**src/rtl/m_unit_arbiter.sv**
```systemverilog
// Shares one PCPI M-extension unit between N_REQ requesters: filters M-class requests,
// grants them round-robin, holds operands stable, and aborts hung operations via a watchdog.
module m_unit_arbiter #(
  parameter int N_REQ          = 2,
  parameter int TIMEOUT_CYCLES = 64,
  parameter int ID_W           = (N_REQ > 1) ? $clog2(N_REQ) : 1
) (
  input  logic                  clk,
  input  logic                  resetn,
  input  logic [N_REQ-1:0]      req_valid,
  input  logic [N_REQ*32-1:0]   req_insn,
  input  logic [N_REQ*32-1:0]   req_rs1,
  input  logic [N_REQ*32-1:0]   req_rs2,
  output logic [N_REQ-1:0]      req_ready,
  output logic [N_REQ-1:0]      req_wr,
  output logic [31:0]           req_rd,
  output logic [N_REQ-1:0]      req_busy,
  output logic                  m_valid,
  output logic [31:0]           m_insn,
  output logic [31:0]           m_rs1,
  output logic [31:0]           m_rs2,
  input  logic                  m_ready,
  input  logic                  m_wr,
  input  logic [31:0]           m_rd,
  input  logic                  m_busy,
  output logic [ID_W-1:0]       grant_id,
  output logic                  timeout_err
);

  localparam int CNT_W = $clog2(TIMEOUT_CYCLES + 1);

  typedef enum logic [1:0] {S_IDLE, S_BUSY, S_DRAIN, S_RELEASE} state_t;

  state_t            state_q, state_d;
  logic [ID_W-1:0]   rr_ptr_q, rr_ptr_d;
  logic [ID_W-1:0]   grant_q, grant_d;
  logic [CNT_W-1:0]  cnt_q, cnt_d;
  logic [31:0]       insn_q, insn_d;
  logic [31:0]       rs1_q, rs1_d;
  logic [31:0]       rs2_q, rs2_d;
  logic              terr_q, terr_d;

  logic [N_REQ-1:0]  elig;
  logic [ID_W-1:0]   cand_idx [N_REQ];
  logic [N_REQ-1:0]  cand_elig;
  logic              pick_found;
  logic [ID_W-1:0]   pick_idx;
  logic [ID_W-1:0]   grant_next;
  logic              tmo;
  logic              result_ok;
  logic              resp_fire;
  logic              unused_m_busy;

  // cand_idx[k] is the k-th requester in round-robin order starting at rr_ptr_q
  generate
    for (genvar gi = 0; gi < N_REQ; gi++) begin : g_req
      logic [ID_W:0] sum;
      assign elig[gi] = req_valid[gi]
                        && (req_insn[32*gi +: 7] == 7'b0110011)
                        && (req_insn[32*gi+25 +: 7] == 7'b0000001);
      assign sum = {1'b0, rr_ptr_q} + (ID_W+1)'(gi);
      assign cand_idx[gi] = (sum >= (ID_W+1)'(N_REQ)) ? ID_W'(sum - (ID_W+1)'(N_REQ))
                                                       : sum[ID_W-1:0];
      assign cand_elig[gi] = elig[cand_idx[gi]];
      assign req_ready[gi] = resp_fire && (grant_q == ID_W'(gi));
      assign req_wr[gi]    = result_ok && m_wr && (grant_q == ID_W'(gi));
      assign req_busy[gi]  = !resetn && elig[gi] && !req_ready[gi];
    end
  endgenerate

  always_comb begin
    pick_found = 1'b0;
    pick_idx   = '0;
    for (int k = N_REQ - 1; k >= 0; k--) begin
      if (cand_elig[k]) begin
        pick_found = 1'b1;
        pick_idx   = cand_idx[k];
      end
    end
  end

  assign grant_next = (grant_q == ID_W'(N_REQ - 1)) ? '0 : grant_q + 1'b1;
  assign tmo = (state_q == S_BUSY) && !m_ready && (cnt_q == CNT_W'(TIMEOUT_CYCLES - 1));

  always_ff @(posedge clk or posedge resetn) begin
    if (resetn) begin
      state_q  <= S_IDLE;
      rr_ptr_q <= '0;
      grant_q  <= '0;
      cnt_q    <= '0;
      insn_q   <= '0;
      rs1_q    <= '0;
      rs2_q    <= '0;
      terr_q   <= 1'b0;
    end else begin
      state_q  <= state_d;
      rr_ptr_q <= rr_ptr_d;
      grant_q  <= grant_d;
      cnt_q    <= cnt_d;
      insn_q   <= insn_d;
      rs1_q    <= rs1_d;
      rs2_q    <= rs2_d;
      terr_q   <= terr_d;
    end
  end

  // RELEASE arbitrates like IDLE, so the gap after a completion is exactly one cycle
  always_comb begin
    state_d  = state_q;
    rr_ptr_d = rr_ptr_q;
    grant_d  = grant_q;
    cnt_d    = cnt_q;
    insn_d   = insn_q;
    rs1_d    = rs1_q;
    rs2_d    = rs2_q;
    terr_d   = terr_q;
    case (state_q)
      S_IDLE, S_RELEASE: begin
        state_d = S_IDLE;
        if (pick_found) begin
          state_d = S_BUSY;
          grant_d = pick_idx;
          insn_d  = req_insn[{pick_idx, 5'b0} +: 32];
          rs1_d   = req_rs1[{pick_idx, 5'b0} +: 32];
          rs2_d   = req_rs2[{pick_idx, 5'b0} +: 32];
          cnt_d   = '0;
        end
      end
      S_BUSY: begin
        cnt_d = cnt_q + 1'b1;
        if (m_ready) begin
          rr_ptr_d = grant_next;
          state_d  = S_RELEASE;
        end else if (tmo) begin
          rr_ptr_d = grant_next;
          terr_d   = 1'b1;
          state_d  = S_DRAIN;
        end
      end
      S_DRAIN: begin
        if (m_ready) state_d = S_RELEASE;
      end
      default: state_d = S_IDLE;
    endcase
  end

  always_comb begin
    m_valid   = (state_q == S_BUSY);
    result_ok = m_valid && m_ready;
    resp_fire = result_ok || tmo;
    req_rd    = result_ok ? m_rd : 32'd0;
  end

  assign m_insn        = insn_q;
  assign m_rs1         = rs1_q;
  assign m_rs2         = rs2_q;
  assign grant_id      = grant_q;
  assign timeout_err   = terr_q;
  assign unused_m_busy = m_busy;

endmodule

```
**config.mk**
```make
export PLATFORM = sky130hd
export DESIGN_NAME = m_unit_arbiter
export DESIGN_NICKNAME = d
export VERILOG_FILES = /design/src/rtl/m_unit_arbiter.sv
export SDC_FILE = /design/constraint.sdc
export NUM_CORES = 1
export LEC_CHECK = 0
export BUFFER_PORTS_ARGS = -buffer_cell sky130_fd_sc_hd__clkbuf_2
export CORE_AREA = 2 2 145 147
export DETAILED_ROUTE_END_ITERATION = 16
export DIE_AREA = 0 0 147 149
export SYNTH_ARGS = -nofsm -noshare
export SYNTH_HDL_FRONTEND = slang
export SYNTH_SLANG_ARGS = --single-unit
export TNS_END_PERCENT = 10
```
**constraint.sdc**
```tcl
create_clock -name clk -period 4.5 [get_ports clk]
set_input_delay 0.45 -clock clk [delete_from_list [all_inputs] [get_ports clk]]
set_output_delay 0.45 -clock clk [all_outputs]
set_load 0.05 [all_outputs]
```
==> reports/results.ini <==
[sta]
hold_viol_final=0
clock.fmax_mhz=387.4
report.final.slew_viol_count=0
relSlewSlack_pct=35.82
fin_skew_ns=0.007986
max_slew.worst_pin.slew_ns=0.9628
rsz0062_at_grt=no
setup_viol=0
timing.final.crit_share_pct=57.36
setup_tns_ns=0
min_period_ns=2.581

[run_status]
status=finished, final reports clean

[logic_synthesis]
synth_ff_type=dfrtp_1
netlist_area_um2=5301
synth-edff-count=0
synth.yosys.warnings=0
synthDistinctLibCells=35
synth_area_leaders=dfrtp_1 51%, mux2i_1 16%, a21oi_1 8.3%, nor2_1 6.4%, and3_1 4.0%
syn_nets=741
yosysTopAreaCell=dfrtp_1
synthArstFlopShare_pct=100.0
synth_top_area_share_pct=50.98
synth_cells=507
ys_ff_latch=108
ys_seq_area_share_pct=50.98
synth_area_per_cell_um2=10.46

[worst_setup_path]
cp_max_fo=39
critPathArrivalTime_ns=2.13
critPathTopFamily=buffers and inverters
end_kind=output port
cp.required_ns=4.05
cp_cell_sequence=inv_1, ha_1, buf_4, o21ai_0, nor2_1, clkbuf_2
crit_path_start_kind=register
cp_slowest_stage_delay_ns=0.39
path_buf_inv=3
crit_type=register to output port
cpMaxStageDelayCell=dfrtp_1

[drt]
ant_nets=0
routedWlPerCell_um=13.25
vias=4900
via_per_inst=4.325
drt_iter0_drc=132
drcViolationCount=0
first_pass_iters=4
drt_wl_total_mm=15.02

[place]
dpl.hpwl_mm=11.48
placed_cell_area_um2=7298
gp_congestion=0.7719
io_buffers=366
placedCellCount=1117

[clocking]
cts.sinks=108
post-cts-setup-buffer-count=0
cts_tree=yes
cts-hold-fix-buffers=0
cts_buffers=9
cts_max_level=3
clockBufferDepth=2
clk_pin_slew_worst_paths_ns=0.07
clk_latency_ns=0.35
cts_root_buf=clkbuf_16
postCtsResizedCells=0

[finish]
drive_above_1_share_pct=46.97
most-common-layout-cells=366 x clkbuf_2, 108 x dfrtp_1, 91 x nor2_1, 88 x a21oi_1, 84 x mux2i_1
diodes=0
mostFrequentLayoutCell=clkbuf_2
fillers=2152
final-seq-area_um2=2703
final_core_util_pct=37.01
multiInputGateArea_um2=2342
fin_cells=1133
syn2layout_area_growth_pct=43.52
stdcell_area_um2=7609
nets=1087

[die]
num_rows=53
die_y_um=149
die-area_um2=21900
die_w_um=147
initial_utilization_pct=25.79
coreArea_um2=20560
pin_count=368

[power]
swShare_pct=30.34
p_seq_share_pct=43.5
clkPwrFrac_pct=35.9
power.total_uw=2298
power_switching_uw=697.3
power_frac_comb_pct=20.6
p_leak_uw=0.004838
p_per_area_nw_per_um2=302.0
peakVddDrop_v=0.0001672
p_int_uw=1601

[global_routing]
gr-max-usage-layer=met2
groute.usage.overall_pct=13.21
met1_usage_pct=16.74
grt_start_max_net_pins=94
use_met2_pct=22.32
met3_usage_pct=2.783
grt_overflow=0
grt_pass1_wl_mm=23.11
grt_antenna_before_repair=0
grt_pass1_vias=4482

[run]
cap_violations=0

[hold_path]
min_path_type=input port to register

-- cells by family (layout without fill, tap and decap cells) --
kind of cell / Yosys count / after routing / synth area share, %
multiplexers: 84 / 84 / 15.86
adder cells (fa/ha/maj): 3 / 3 / 0.7081
buffers and inverters: 45 / 396 / 5.051
flip-flops: 108 / 108 / 50.98
AO/OA/AOI/OAI: 107 / 107 / 11.42
AND/OR/NAND/NOR: 160 / 160 / 15.98
-- stage by stage --
step / hold WS (ns) / setup WS [ns]
floorplan: 0.4912 / 1.204
global placement: 0.4472 / 2.065
detailed placement: 0.4497 / 2.033
CTS: 0.2767 / 1.873
global route: 0.2825 / 1.707
finish: 0.3005 / 1.919
-- metal layers --
metal	share of wire, %	vias up
met5	0	-
met4	1.5	0
met3	6.3	13
met2	49	185
met1	43	2229
li1	-	2473
-- cell usage after synthesis (all sizes together), types with 2 or more instances --
master and n:
a21oi 88, a311oi 5, and3 34, and4bb 5
buf 29, clkbuf 8, dfrtp 108, ha 3
inv 8, mux2i 84, nand2 2, nand3 3
nand4 2, nor2 91, nor2b 9, nor3 3
o21ai 2, o2bb2ai 5, or2 7
-- registers in the layout, summed over array words and instances (netlist names) --
| name | flops |
|---|---|
| m_rs2 | 32 |
| grant_id | 1 |
| m_insn | 32 |
| cnt_q | 7 |
| timeout_err | 1 |
| state_q | 2 |
| rr_ptr_q | 1 |
| m_rs1 | 32 |
-- path summary, 6_finish.rpt --
path | startpoint | end | slack (ns) | cells after the start
setup / recovery | state_q[1]$_DFFE_PP0P_ | req_ready[1] | 1.92 | 6
hold / removal | req_insn[25] | grant_id$_DFFE_PP0P_ | 0.30 | 2
setup reg to reg | state_q[0]$_DFFE_PP0P_ | m_rs2[10]$_DFFE_PP0P_ | 2.32 | 5
hold reg to reg | m_insn[25]$_DFFE_PP0P_ | m_insn[25]$_DFFE_PP0P_ | 0.46 | 1
max in group asynchronous | resetn | m_rs2[11]$_DFFE_PP0P_ | 3.15 | 3
min in group asynchronous | resetn | rr_ptr_q$_DFFE_PP0P_ | 0.38 | 2
-- power by group through the flow --
stage	Combinational, uW	Sequential, uW	Clock [uW]
after floorplan	281	1030	0
after detailed placement	474	1020	0
final	473	1000	825
after global placement	473	1020	0
after global routing	519	1000	903
after CTS	476	1000	862
-- final cells by class --
class	instances	share of cell area (%)
Sequential cell	108	35.52
Timing Repair Buffer	372	24.67
Clock inverter	7	1.118
Inverter	8	0.4276
Multi-Input combinational cell	354	30.78
Clock buffer	9	2.960
Tap cell	275	4.522
(Power assumes the default switching activity.)
